$ cat src/rtl/mem_port_arbiter_if.sv
// Bus bundle for the shared memory port: fetch requester, data requester
// and the memory side. The arbiter binds the slave view; whoever drives the
// requesters and models the memory binds the master view.
interface mem_port_arbiter_if;
    // Valid/ready contract: a requester raises *_req with stable address/data
    // and holds it until the matching *_ack (or if_kill for fetch); *_ack is a
    // single-cycle pulse, and *_rdata is meaningful only in that ack cycle.
    logic        if_req;
    logic [31:0] if_addr;
    logic        if_kill;
    logic        if_ack;
    logic [31:0] if_rdata;

    logic        dm_req;
    logic [3:0]  dm_wen;
    logic [31:0] dm_addr;
    logic [31:0] dm_wdata;
    logic        dm_ack;
    logic [31:0] dm_rdata;

    logic        mem_en;
    logic [3:0]  mem_wen;
    logic [31:0] mem_addr;
    logic [31:0] mem_wdata;
    logic [31:0] mem_rdata;

    modport slave (
        input  if_req, if_addr, if_kill,
        input  dm_req, dm_wen, dm_addr, dm_wdata,
        input  mem_rdata,
        output if_ack, if_rdata,
        output dm_ack, dm_rdata,
        output mem_en, mem_wen, mem_addr, mem_wdata
    );

    modport master (
        output if_req, if_addr, if_kill,
        output dm_req, dm_wen, dm_addr, dm_wdata,
        output mem_rdata,
        input  if_ack, if_rdata,
        input  dm_ack, dm_rdata,
        input  mem_en, mem_wen, mem_addr, mem_wdata
    );
endinterface

$ cat src/rtl/mem_port_arbiter.sv
// Arbiter sharing one non-pipelined synchronous memory port between
// instruction fetch (IF) and load/store data access (DM). DM wins by
// default; a starvation counter hands the port to IF after STARVE_MAX
// consecutive DM grants taken while IF was waiting.
module mem_port_arbiter #(
    parameter int unsigned STARVE_MAX = 4
) (
    input  logic                clk,
    input  logic                rst,
    mem_port_arbiter_if.slave   bus,
    output logic [1:0]          dbg_state,
    output logic                dbg_owner,
    output logic                dbg_killed,
    output logic [3:0]          dbg_starve_cnt
);

    typedef enum logic [1:0] {
        S_IDLE  = 2'd0,
        S_ISSUE = 2'd1,
        S_RESP  = 2'd2
    } state_t;

    localparam logic       OWNER_DM   = 1'b0;
    localparam logic       OWNER_IF   = 1'b1;
    localparam logic [3:0] STARVE_LIM = 4'(STARVE_MAX);

    state_t      state_q, state_d;
    logic        owner_q, owner_d;
    logic        killed_q, killed_d;
    logic [3:0]  starve_cnt_q, starve_cnt_d;
    logic        mem_en_q, mem_en_d;
    logic [3:0]  mem_wen_q, mem_wen_d;
    logic [31:0] mem_addr_q, mem_addr_d;
    logic [31:0] mem_wdata_q, mem_wdata_d;

    logic        if_ok;
    logic        grant_if;
    logic        grant_dm;

    // Next-state, grant decision and port-register loading.
    always_comb begin
        state_d      = state_q;
        owner_d      = owner_q;
        killed_d     = killed_q;
        starve_cnt_d = starve_cnt_q;
        mem_en_d     = mem_en_q;
        mem_wen_d    = mem_wen_q;
        mem_addr_d   = mem_addr_q;
        mem_wdata_d  = mem_wdata_q;

        // A fetch being killed this cycle is not a candidate for the port.
        if_ok    = bus.if_req && !bus.if_kill;
        grant_if = if_ok && (!bus.dm_req || (starve_cnt_q == STARVE_LIM));
        grant_dm = bus.dm_req && !grant_if;

        case (state_q)
            S_IDLE: begin
                if (grant_if) begin
                    state_d      = S_ISSUE;
                    owner_d      = OWNER_IF;
                    killed_d     = 1'b0;
                    starve_cnt_d = 4'd0;
                    mem_en_d     = 1'b1;
                    mem_wen_d    = 4'b0000;
                    mem_addr_d   = bus.if_addr;
                end else if (grant_dm) begin
                    state_d      = S_ISSUE;
                    owner_d      = OWNER_DM;
                    killed_d     = 1'b0;
                    mem_en_d     = 1'b1;
                    mem_wen_d    = bus.dm_wen;
                    mem_addr_d   = bus.dm_addr;
                    mem_wdata_d  = bus.dm_wdata;
                    // Raw if_req: a waiting fetch counts as starved.
                    if (bus.if_req && (starve_cnt_q < STARVE_LIM)) begin
                        starve_cnt_d = starve_cnt_q + 4'd1;
                    end
                end
            end
            S_ISSUE: begin
                state_d   = S_RESP;
                mem_en_d  = 1'b0;
                mem_wen_d = 4'b0000;
                if ((owner_q == OWNER_IF) && bus.if_kill) begin
                    killed_d = 1'b1;
                end
            end
            S_RESP: begin
                state_d = S_IDLE;
                if ((owner_q == OWNER_IF) && bus.if_kill) begin
                    killed_d = 1'b1;
                end
            end
            default: begin
                state_d   = S_IDLE;
                mem_en_d  = 1'b0;
                mem_wen_d = 4'b0000;
            end
        endcase
    end

    // State and port registers; reset abandons any access in flight.
    always_ff @(posedge clk) begin
        if (rst) begin
            state_q      <= S_IDLE;
            owner_q      <= OWNER_DM;
            killed_q     <= 1'b0;
            starve_cnt_q <= 4'd0;
            mem_en_q     <= 1'b0;
            mem_wen_q    <= 4'b0000;
            mem_addr_q   <= 32'd0;
            mem_wdata_q  <= 32'd0;
        end else begin
            state_q      <= state_d;
            owner_q      <= owner_d;
            killed_q     <= killed_d;
            starve_cnt_q <= starve_cnt_d;
            mem_en_q     <= mem_en_d;
            mem_wen_q    <= mem_wen_d;
            mem_addr_q   <= mem_addr_d;
            mem_wdata_q  <= mem_wdata_d;
        end
    end

    // Acks decode from registered state; a kill arriving in the response
    // cycle itself also suppresses if_ack. Read data is a plain pass-through.
    always_comb begin
        bus.mem_en    = mem_en_q && !rst;
        bus.mem_wen   = mem_wen_q;
        bus.mem_addr  = mem_addr_q;
        bus.mem_wdata = mem_wdata_q;
        bus.if_ack    = !rst && (state_q == S_RESP) && (owner_q == OWNER_IF)
                        && !killed_q && !bus.if_kill;
        bus.dm_ack    = !rst && (state_q == S_RESP) && (owner_q == OWNER_DM);
        bus.if_rdata  = bus.mem_rdata;
        bus.dm_rdata  = bus.mem_rdata;
    end

    assign dbg_state      = state_q;
    assign dbg_owner      = owner_q;
    assign dbg_killed     = killed_q;
    assign dbg_starve_cnt = starve_cnt_q;

endmodule

$ cat src/flat_wrapper.sv
// flat-port wrapper written by rule: the top's interface ports become plain ports
module mem_port_arbiter_flat 
#(
    parameter int unsigned STARVE_MAX = 4
)
  (clk, rst, dbg_state, dbg_owner, dbg_killed, dbg_starve_cnt, bus_if_req, bus_if_addr, bus_if_kill, bus_dm_req, bus_dm_wen, bus_dm_addr, bus_dm_wdata, bus_mem_rdata, bus_if_ack, bus_if_rdata, bus_dm_ack, bus_dm_rdata, bus_mem_en, bus_mem_wen, bus_mem_addr, bus_mem_wdata);
  mem_port_arbiter_if bus_i ();
  input  logic clk;
  input  logic rst;
  output logic [1:0] dbg_state;
  output logic dbg_owner;
  output logic dbg_killed;
  output logic [3:0] dbg_starve_cnt;
  input wire logic [$bits(bus_i.if_req)-1:0] bus_if_req;
  input wire logic [$bits(bus_i.if_addr)-1:0] bus_if_addr;
  input wire logic [$bits(bus_i.if_kill)-1:0] bus_if_kill;
  input wire logic [$bits(bus_i.dm_req)-1:0] bus_dm_req;
  input wire logic [$bits(bus_i.dm_wen)-1:0] bus_dm_wen;
  input wire logic [$bits(bus_i.dm_addr)-1:0] bus_dm_addr;
  input wire logic [$bits(bus_i.dm_wdata)-1:0] bus_dm_wdata;
  input wire logic [$bits(bus_i.mem_rdata)-1:0] bus_mem_rdata;
  output wire logic [$bits(bus_i.if_ack)-1:0] bus_if_ack;
  output wire logic [$bits(bus_i.if_rdata)-1:0] bus_if_rdata;
  output wire logic [$bits(bus_i.dm_ack)-1:0] bus_dm_ack;
  output wire logic [$bits(bus_i.dm_rdata)-1:0] bus_dm_rdata;
  output wire logic [$bits(bus_i.mem_en)-1:0] bus_mem_en;
  output wire logic [$bits(bus_i.mem_wen)-1:0] bus_mem_wen;
  output wire logic [$bits(bus_i.mem_addr)-1:0] bus_mem_addr;
  output wire logic [$bits(bus_i.mem_wdata)-1:0] bus_mem_wdata;
  assign bus_i.if_req = bus_if_req;
  assign bus_i.if_addr = bus_if_addr;
  assign bus_i.if_kill = bus_if_kill;
  assign bus_i.dm_req = bus_dm_req;
  assign bus_i.dm_wen = bus_dm_wen;
  assign bus_i.dm_addr = bus_dm_addr;
  assign bus_i.dm_wdata = bus_dm_wdata;
  assign bus_i.mem_rdata = bus_mem_rdata;
  assign bus_if_ack = bus_i.if_ack;
  assign bus_if_rdata = bus_i.if_rdata;
  assign bus_dm_ack = bus_i.dm_ack;
  assign bus_dm_rdata = bus_i.dm_rdata;
  assign bus_mem_en = bus_i.mem_en;
  assign bus_mem_wen = bus_i.mem_wen;
  assign bus_mem_addr = bus_i.mem_addr;
  assign bus_mem_wdata = bus_i.mem_wdata;
  mem_port_arbiter #(.STARVE_MAX(STARVE_MAX)) u_core (.clk(clk), .rst(rst), .bus(bus_i), .dbg_state(dbg_state), .dbg_owner(dbg_owner), .dbg_killed(dbg_killed), .dbg_starve_cnt(dbg_starve_cnt));
endmodule
$ cat config.mk
export PLATFORM = sky130hd
export DESIGN_NAME = mem_port_arbiter_flat
export DESIGN_NICKNAME = d
export VERILOG_FILES = /design/src/rtl/mem_port_arbiter_if.sv /design/src/rtl/mem_port_arbiter.sv /design/src/flat_wrapper.sv
export SDC_FILE = /design/constraint.sdc
export NUM_CORES = 1
export LEC_CHECK = 0
export CAP_MARGIN = 20
export CORE_MARGIN = 3
export CORE_UTILIZATION = 32
export CTS_CLUSTER_SIZE = 28
export DETAILED_ROUTE_END_ITERATION = 10
export PLACE_DENSITY = 0.78
export SLEW_MARGIN = 20
export SYNTH_ARGS = -nofsm -noshare
export SYNTH_HDL_FRONTEND = slang
export SYNTH_SLANG_ARGS = --single-unit
$ cat constraint.sdc
create_clock -name clk -period 1.5 [get_ports clk]
set_clock_uncertainty 0.05 [all_clocks]
set_input_delay 0.15 -clock clk [delete_from_list [all_inputs] [get_ports clk]]
set_output_delay 0.15 -clock clk [all_outputs]
set_load 0.03 [all_outputs]
**Yosys cells after proc, flatten, opt, wreduce, memory -nomap -nowiden**

Cells that the tools add are included.

- Flip-flop bits (word level): 77
- Bits of input ports: 137
- Output and inout port bits: 143
- Logic and storage cells: 64

- $add $sub $neg: 1
- Order comparisons: 1
- Equality and inequality tests: 5
- Mux-type cells: 19
- Bitwise operators: 3
- Reduce and logical (&&, ||, !) cells: 27

Operators with widths:

| kind | count |
|---|---|
| $mux 32 | 2 |
| $mux 4 | 5 |
| $logic_and 1x1->1 | 11 |
| $reduce_and 3->1 | 3 |
| $pmux 4 s2 | 1 |
| $mux 1 | 6 |
| $reduce_bool 2->1 | 3 |
| $logic_not 1->1 | 5 |
| $add 4x1->4 const B | 1 |
| $eq 4x3->1 const B | 1 |
| $lt 4x3->1 const B | 1 |
| $mux 2 | 2 |
| $pmux 1 s2 | 2 |
| $pmux 2 s2 | 1 |
| $reduce_and 2->1 | 2 |
| $ne 3x1->1 const B | 1 |
| $not 1->1 | 3 |
| $eq 2x1->1 const B | 1 |
| $eq 2x2->1 const B | 1 |
| $logic_not 2->1 | 1 |
| $ne 2x1->1 const B | 1 |
| $reduce_or 2->1 | 1 |
| $logic_or 1x1->1 | 1 |

**Depth between registers and ports, before layout**

Gate-level depths: netlist of run 1.

- Word-level depth: 8
- Gate-level depth with buffers: 8
- Mapped depth without buffers: 6

**Worst setup path after synthesis of run 1**

Ideal clock, no wire load.

- Path kind: register to output
- Start point: reg u_core.state_q[1] (netlist: u_core.dbg_state[1])
- End point: out bus_if_ack
- Data arrival time: 1865 ps
- Required time: 1300 ps
- Slack: -565 ps
- Cell stages (with the launch flop): 4
- Buffers on the path: 0
- Cells stage by stage: dfxtp_1 > ha_1 > nand2_1 > nor4b_1

- Word-level cells in the longest chain between the ends: 5

Ends and longest elaborated chain:

| element | line | source |
|---|---|---|
| start: declaration | mem_port_arbiter.sv:27 | `state_t state_q, state_d;` |
| start signal: assignment | mem_port_arbiter.sv:114 | `state_q <= state_d;` |
| $eq 2x2->1 | mem_port_arbiter.sv:132 | `bus.if_ack = !rst && (state_q == S_RESP) && (owner_q == OWNER_IF)` |
| $logic_and 1x1->1 (2 in series) | mem_port_arbiter.sv:132 |  |
| $logic_and 1x1->1 (2 in series) | mem_port_arbiter.sv:133 | `&& !killed_q && !bus.if_kill;` |
| end: declaration | flat_wrapper.sv:22 | `output wire logic [$bits(bus_i.if_ack)-1:0] bus_if_ack;` |

No other way between the ends.

**Worst setup path in the final report of run 1**

- Start point: reg u_core.state_q[0] (netlist: u_core.dbg_state[0])
- End point: out bus_if_ack

Same word-level chain as after synthesis.

==> results, run 1 <==
- The run finished, with violations left.
- The checks that failed: negative setup slack.
- The initial utilization of the core area, before any placement, comes to 0.3288.
- The count of final hold-check violations is 0.
- The worst-skew pair later-pin latency is 0.34 ns.
- The upper clock frequency limit is between 600 and 700 MHz.
- Measured against its own limit, the worst slew margin works out to 0.7507.
- Yosys attributes the largest share of cell area to sky130_fd_sc_hd__dfxtp_1 39%, sky130_fd_sc_hd__buf_4 13%, sky130_fd_sc_hd__a21oi_2 12%.
- For the pin with the worst max-slew slack, the measured transition is 0.3739 ns.
- The count of boundary I/O pins is 280.
- The dominant synthesized flop cell is sky130_fd_sc_hd__dfxtp_1.
- In the final layout, the share of cells above drive strength 1 is 0.3994.
- Counting instances in the post-synthesis netlist gives the leading cell types as 77 x sky130_fd_sc_hd__dfxtp_1, 68 x sky130_fd_sc_hd__buf_4, 67 x sky130_fd_sc_hd__nand2_1, 55 x sky130_fd_sc_hd__a21oi_2, 55 x sky130_fd_sc_hd__o21ai_0.
- STA classifies the critical path endpoint as a primary output.
- The most frequent cell after synthesis is sky130_fd_sc_hd__dfxtp_1.
- The clock-pin slew on the worst setup and hold paths is roughly 0.06 ns.
- The routed wire length is around 16 mm.
- Across the run, the number of max-cap violations was 0.
- Of the total power, combinational logic draws 0.381.
- On the final layout, the worst hold slack is between 0.2 and 0.3 ns.
- The number of buffers inserted by hold repair at cts is 0.
- Internal power comes to 5.142 mW.
- The first global-routing pass estimated between 20 and 25 mm of wire.
- The worst-case vdd ir drop is around 0.60 mV.
- Setup violations remaining at the end of the flow were counted as 61.
- For this run, the detailed router's first-pass iteration total came to 4.
- The core region is approximately 12,000 µm².
- The cell type contributing the most total cell area after synthesis is sky130_fd_sc_hd__dfxtp_1.
- In this run the tool buffered the top-level ports with between 150 and 200 buffer cells.
- The number of global-route vias before repair was around 3,900.
- The minimum setup slack in the final design is -0.1186 ns.
- The number of antenna violations at the first check in global routing is 0.
- The root buffer cell is sky130_fd_sc_hd__clkbuf_16.
- The sink count of the clock tree is between 70 and 80.
- The die covers about 14,000 µm².
- The clock tree from TritonCTS is done.
- Setup repair after global routing could not meet its margin everywhere.
- The data required time at the worst endpoint is ~1.3 ns.
- The main combinational cell family by area after synthesis is compound AO/OA/AOI/OAI gates.
- Overall power consumption after layout is estimated at roughly 7.8 mW.
- Of the total power, registers draw 0.313.
- The largest fanout on the critical path is 4.
- Once placement completed, the tool counted placed cells totaling around 730.
- The fraction of the mapped netlist area in compound gates came to 0.3076.
- The routed design could run at a clock period as short as about 1.6 ns.
- After the flow finishes, the layout carries non-filler instances totaling 784.
- The arrival time at the worst endpoint is between 1 and 1.5 ns.
- For this design the ratio of total power to cell area is between 1000 and 1500 nW/µm².
- The number of pins with negative max-slew slack in the final report is 0.
- The average instance area after synthesis is just under 9 µm².
- TritonCTS created 9 clock buffers.
- In this run, synthesis inferred 0 flip-flops with an integrated enable.
- In the routed layout, each cell is associated on average with a via count of ~5.
- The HPWL after detailed placement is slightly below 9 mm.
- The final RePlAce weighted congestion is between 0.7 and 0.8.
- Detailed routing inserted a total of 3,928 vias.
- The worst setup path is of the register to primary output kind.
- The kind of path behind the tightest hold check is input port to primary output.
- The number of cells traversed by the worst hold path is 0.
- The number of levels in the clock H-tree is 3.
- The path depth of the worst reg2reg path is 8.
- Of the total synthesized cell area, the portion taken by AND, OR, NAND and NOR gates is 0.09148.
- The residual overflow from global routing is 0.
- The post-synthesis cell area is 3966 µm².
- The pin count of the biggest net entering global routing is 36.
- The startpoint of the tightest hold check path is bus_mem_rdata[11].
- The top cell type's share of synthesized area is 0.3886.
- The total of warnings raised by yosys is 0.
- Measured along the y axis, the die boundary spans 117.3 µm.
- The share of total power dissipated in the clock network is 0.306.
- The worst register-to-register path begins at u_core.dbg_starve_cnt[0].
- The register bit count reported by yosys is 77.
- For this run, the register share of the synthesized area comes to 0.3886.
- The floorplan has 40 rows.
- The overall routing resource usage is 0.1863.
- Counting flops with an async set or reset pin after synthesis yields a share of 0.
- The arithmetic-cell share of the synthesized area counting full adders, half adders and majority gates is 0.01893.
- The synthesized-area fraction occupied by xor and xnor cells is 0.
- The distinct cell type count of the synthesized netlist is 39.
- The worst hold path endpoint is bus_if_rdata[11].
- The clock passes through at most 2 buffers.
- STA classifies the critical path startpoint as a register.
- The synthesized net count is around 600.
- The count of nets left with antenna violations once routing finished came out at 0.
- Compared with the post-synthesis result, the final layout area differs by 80.44%.
- The leakage power total is 2.926 nW.
- The share of total power consumed by net switching is 0.3392.
- After detailed routing, the number of remaining DRC violations is 0.
- The switching power is 2.640 mW.
- The synthesized netlist cell count is roughly 460.
- Across all register-to-register paths, the minimum setup slack is -0.11 ns.
- The number of antenna diodes is 0.
- In the final routed layout, each cell accounts on average for between 15 and 20 µm.
- At the placement stage, the worst setup path has a slack of -0.3378 ns.
- The worst register-to-register path ends at u_core.bus.mem_addr[0].
- The final critical-path share of the clock period is 1.079.
- The die is 117.3 µm wide.
- The first routing iteration left around 140 violations.
- Of the post-synthesis cell area, the part taken by muxes is 0.005047.
- At the end of the flow, the number of nets in the layout was between 700 and 800.
-- registers in the layout, indices dropped and copies added (netlist names) --
signal and count:
u_core.bus.mem_addr 32, u_core.bus.mem_wdata 32, u_core.bus.mem_wen 4, u_core.dbg_killed 1
u_core.dbg_owner 1, u_core.dbg_starve_cnt 4, u_core.dbg_state 2, u_core.mem_en_q 1
-- critical path: stages (launching register included) --
cell and delay (ns):
sky130_fd_sc_hd__dfxtp_4 0.36, sky130_fd_sc_hd__inv_4 0.08, sky130_fd_sc_hd__ha_4 0.16, sky130_fd_sc_hd__nand2_4 0.06, sky130_fd_sc_hd__nor4b_4 0.26, sky130_fd_sc_hd__buf_6 0.17
-- routing by layer --
| layer | vias to the layer above | GRT usage | share of wire |
|---|---|---|---|
| li1 | 1835 | - | - |
| met1 | 1882 | 0.2013 | 0.38 |
| met2 | 180 | 0.3306 | 0.52 |
| met3 | 31 | 0.07088 | 0.070 |
| met4 | 0 | 0.06965 | 0.026 |
| met5 | - | 0 | 0 |
-- layout make-up --
cell class / count / area [µm²]
fill: 1002 / 4905
inverter: 8 / 40.04
tap: 168 / 210.2
clock buffer: 13 / 282.8
sequential: 77 / 1559
multi-input combinational: 276 / 2362
clock inverter: 3 / 47.55
timing repair buffer: 239 / 2655
-- how the worst max path moves through the flow --
| stage | endpoint | slack, ns | start |
|---|---|---|---|
| floorplan | u_core.dbg_starve_cnt[3] | 0.004 | u_core.dbg_starve_cnt[1] |
| global placement | u_core.bus.mem_wdata[31] | -0.26 | bus_if_req |
| detailed placement | u_core.bus.mem_wdata[3] | -0.34 | bus_if_req |
| CTS | bus_if_ack | -0.12 | u_core.dbg_state[0] |
| global route | bus_if_ack | -0.18 | u_core.dbg_state[0] |
| finish | bus_if_ack | -0.12 | u_core.dbg_state[0] |
-- power by group through the flow --
stage | registers [mW] | clock network, mW | logic [mW]
6_report | 2.44 | 2.38 | 2.96
5_1_grt | 2.46 | 2.52 | 3.13
4_1_cts | 2.41 | 2.44 | 2.30
3_5_place_dp | 2.45 | 0 | 2.31
3_3_place_gp | 2.45 | 0 | 2.26
2_1_floorplan | 2.90 | 0 | 1.19
-- kinds of logic after synthesis --
| family | after synthesis |
|---|---|
| compound gates | 184 |
| fa+ha+maj | 6 |
| buf+inv | 104 |
| flops | 77 |
| mux | 2 |
| simple gates | 83 |
-- cells in the final DEF (no fill, tap or decap), types with 2 or more instances in the layout --
cell type / count
sky130_fd_sc_hd__a211oi_2: 2
sky130_fd_sc_hd__a21bo_4: 2
sky130_fd_sc_hd__a21oi_1: 27
sky130_fd_sc_hd__a21oi_2: 60
sky130_fd_sc_hd__a21oi_4: 12
sky130_fd_sc_hd__a31oi_1: 2
sky130_fd_sc_hd__a32o_1: 4
sky130_fd_sc_hd__a41oi_2: 2
sky130_fd_sc_hd__buf_12: 10
sky130_fd_sc_hd__buf_16: 5
sky130_fd_sc_hd__buf_4: 19
sky130_fd_sc_hd__buf_6: 10
sky130_fd_sc_hd__buf_8: 2
sky130_fd_sc_hd__clkbuf_1: 2
sky130_fd_sc_hd__clkbuf_16: 24
sky130_fd_sc_hd__clkdlybuf4s50_1: 104
sky130_fd_sc_hd__dfxtp_1: 71
sky130_fd_sc_hd__dfxtp_2: 2
sky130_fd_sc_hd__dfxtp_4: 4
sky130_fd_sc_hd__dlygate4sd2_1: 76
sky130_fd_sc_hd__ha_1: 3
sky130_fd_sc_hd__ha_4: 3
sky130_fd_sc_hd__inv_1: 3
sky130_fd_sc_hd__inv_4: 4
sky130_fd_sc_hd__mux2i_1: 2
sky130_fd_sc_hd__nand2_1: 30
sky130_fd_sc_hd__nand2_2: 6
sky130_fd_sc_hd__nand2_4: 31
sky130_fd_sc_hd__nor2_1: 5
sky130_fd_sc_hd__nor4_1: 2
sky130_fd_sc_hd__o21a_1: 2
sky130_fd_sc_hd__o21ai_0: 26
sky130_fd_sc_hd__o21ai_1: 6
sky130_fd_sc_hd__o21ai_2: 30
sky130_fd_sc_hd__o21ai_4: 3
-- timing repair --
action / 4_1_cts / 5_1_grt
pin swaps: 40 / 122
cloned: 5 / 20
endpoints found under the setup margin: 116 / 76
gates resized for setup: 126 / 149
buffers inserted: 5 / 10
-- through the flow --
stage	util	area [µm²]	setup TNS, ns
after floorplan	-	4029	0
after global placement	0.4614	5565	-16.09
after detailed placement	0.4614	5565	-18.79
after CTS	0.5053	6095	-2.021
after global routing	0.5934	7157	-7.034
final	0.5934	7157	-3.162
Note: power is estimated with default switching activity, not from simulation.
==> inputs of run 2 (changes only) <==
--- a/config.mk
+++ b/config.mk
@@ -10,8 +10,8 @@
 export CORE_UTILIZATION = 32
 export CTS_CLUSTER_SIZE = 28
 export DETAILED_ROUTE_END_ITERATION = 10
-export PLACE_DENSITY = 0.78
-export SLEW_MARGIN = 20
+export PLACE_DENSITY = 0.84
+export SKIP_CTS_REPAIR_TIMING = 1
 export SYNTH_ARGS = -nofsm -noshare
 export SYNTH_HDL_FRONTEND = slang
 export SYNTH_SLANG_ARGS = --single-unit
==> run 2 against run 1 <==
Against the previous run: the flow still finishes with violations (negative setup slack); utilization shrank 4.1 points; total power shrank 6.3%; critical endpoint is now u_core.bus.mem_wdata[2]; highest routed layer unchanged; largest power group unchanged; setup slack gained 0.0010 ns; clock power shrank 6%; combinational power shrank 11%; sequential share of layout area grew 1.6 points; count of clock-buffer cells in the layout shrank 3; critical path depth grew 3; first-iteration DRC count grew 69%; die area is the same.
==> results, run 2 (synthesis gave the netlist of run 1 again) <==
- The flow ran to the end, but the final reports show violations.
- The final reports fail on negative setup slack.
- For this configuration, the core starts out at a cell density of 0.3288.
- The type of the worst setup path is register to register.
- After detailed routing, the average wire length per cell comes to about 18 µm.
- The worst pin sits at a relative slew slack of 0.7565.
- The area of the die is between 10,000 and 15,000 µm².
- The number of global-route vias before repair is approximately 3,700.
- The clock tree from TritonCTS is done.
- At the worst endpoint, the required time is about 1.7 ns.
- The die is approximately 120 µm wide.
- The most common cell after layout, fill and taps aside is sky130_fd_sc_hd__clkdlybuf4s50_1.
- Across all setup checks in the final design, the least slack found is -0.1176 ns.
- In the finished design, the share of the clock period the worst path needs comes to 1.078.
- STA classifies the critical path startpoint as a register.
- Setup violations remaining at the end of the flow were counted as 60.
- After legalization and detailed placement, the total HPWL measured 8.598 mm.
- The overall routing resource usage is 0.1639.
- The number of antenna violations at the first check in global routing is 0.
- The first-pass GRT wire length is about 19 mm.
- The area of the core region is around 12,000 µm².
- For this run, the post-layout net count is 737.
- The number of routed nets with antenna violations is 0.
- The routed wire length is between 10 and 15 mm.
- In this run the count of I/O pins placed on the die edge is between 200 and 300.
- The worst-skew pair later-pin latency is 0.34 ns.
- Entering global routing, the biggest net connects 39 pins.
- The routed design could run at a clock period as short as between 1.5 and 2 ns.
- The clock buffer count from CTS is 9.
- STA classifies the critical path endpoint as a register.
- For this run, the detailed router's first-pass iteration total came to 4.
- The cell area after layout is about 6700 µm².
- The count of final hold-check violations is 0.
- Of all nets on the critical path, the largest fanout is 10.
- The final design utilization is 0.5522.
- Clock-pin slew was measured on the worst setup and hold paths at roughly 0.06 ns.
- The total power divided by cell area is ~1100 nW/µm².
- The final RePlAce weighted congestion is between 0.7 and 0.8.
- The root buffer cell is sky130_fd_sc_hd__clkbuf_16.
- At the worst endpoint, the arrival time is ~1.8 ns.
- In this run the deepest clock path goes through 2 buffers.
- Compared with the post-synthesis result, the final layout area differs by 67.92%.
- The top cell types in the final layout, fill and taps aside, are 104 x sky130_fd_sc_hd__clkdlybuf4s50_1, 76 x sky130_fd_sc_hd__dlymetal6s2s_1, 71 x sky130_fd_sc_hd__dfxtp_1, 68 x sky130_fd_sc_hd__a21oi_2, 66 x sky130_fd_sc_hd__nand2_1.
- Based on the critical path, the design can be clocked at up to 618.2 MHz.
- The tree built by TritonCTS fans out to 77 sinks.
- The first routing iteration left between 200 and 250 violations.
- After detailed placement, the total cell area comes to about 5600 µm².
- The post-route DRC violation count is 0.
- The residual overflow from global routing is 0.
- The number of antenna diodes in the final layout is 0.
- The number of vias in the routed layout is 3,851.
- The actual slew at the worst max-slew pin is approximately 0.36 ns.
- The kind of path behind the tightest hold check is input port to primary output.
- Setup repair after global routing could not meet its margin everywhere.
- In this run the static leakage power is ~3.6 nW.
- The tool flagged a number of max-cap violations equal to 0.
- The number of pins with negative max-slew slack in the final report was 0.
- The number of filler cells placed in the layout is 997.
- The chip height is roughly 120 µm.
- Of the cells placed in the final design, the portion with a size suffix greater than 1 is 0.2972.
- The H-tree was split into 3 levels.
- Input and output buffers added on the ports amount to about 180.
- The worst-case vdd ir drop is 0.5892 mV.
- The floorplan has 40 rows.
- Using the TritonRoute via totals, the vias-per-cell ratio works out to ~5.
[run 2: report_power, final]
group | internal, mW | switching, mW
Clock | 1.35 | 0.895
Sequential | 2.29 | 0.139
Combinational | 1.20 | 1.42
[run 2: critical path, stage by stage, from the launching register on]
cell                       delay (ns)
sky130_fd_sc_hd__dfxtp_4         0.35
sky130_fd_sc_hd__inv_4           0.06
sky130_fd_sc_hd__ha_4            0.15
sky130_fd_sc_hd__nand3b_4        0.11
sky130_fd_sc_hd__a21oi_4         0.20
sky130_fd_sc_hd__buf_12          0.19
sky130_fd_sc_hd__buf_6           0.15
sky130_fd_sc_hd__o21ai_0         0.12
sky130_fd_sc_hd__a21oi_1         0.17
[run 2: per-stage QoR]
step           power (mW)  setup WS (ns)  cells  hold slack, ns  TNS (ns)
6_report            7.292        -0.1176    767          0.2500    -2.715
5_1_grt             7.594        -0.1667    767          0.2501    -7.239
4_1_cts             7.035        -0.2389    748          0.2503    -5.559
3_5_place_dp        4.770        -0.2969    732          0.2503    -14.76
3_3_place_gp        4.703        -0.1858    732          0.2503    -11.37
2_1_floorplan       4.089       0.003591    456          0.2341         0
[run 2: path summary, 6_finish.rpt]
| check | start | to | slack (ns) | cells past startpoint |
|---|---|---|---|---|
| worst max-delay path | u_core.dbg_starve_cnt[1] | u_core.bus.mem_wdata[2] | -0.12 | 8 |
| worst min-delay path | bus_mem_rdata[23] | bus_dm_rdata[23] | 0.25 | 0 |
| worst max register to register | u_core.dbg_starve_cnt[1] | u_core.bus.mem_wdata[2] | -0.12 | 8 |
| worst min register to register | u_core.bus.mem_wdata[19] | u_core.bus.mem_wdata[19] | 0.41 | 2 |
[run 2: area by class of cell]
class / instances / area [µm²] / share of cell area
Timing Repair Buffer: 222 / 2580 / 0.3874
Multi-Input combinational cell: 276 / 1961 / 0.2944
Sequential cell: 77 / 1559 / 0.2341
Clock buffer: 10 / 239.0 / 0.03588
Tap cell: 168 / 210.2 / 0.03156
Clock inverter: 6 / 71.32 / 0.01071
Inverter: 8 / 40.04 / 0.006012
[run 2: routing by layer]
metal  up-vias  GRT usage  wire length, µm  part of all wire
met2       189     0.2724             6620              0.48
li1       1790          -                -                 -
met5         -          0                0                 0
met4         0     0.1026              602             0.044
met1      1809     0.1881             5602              0.41
met3        63    0.04195              967             0.070
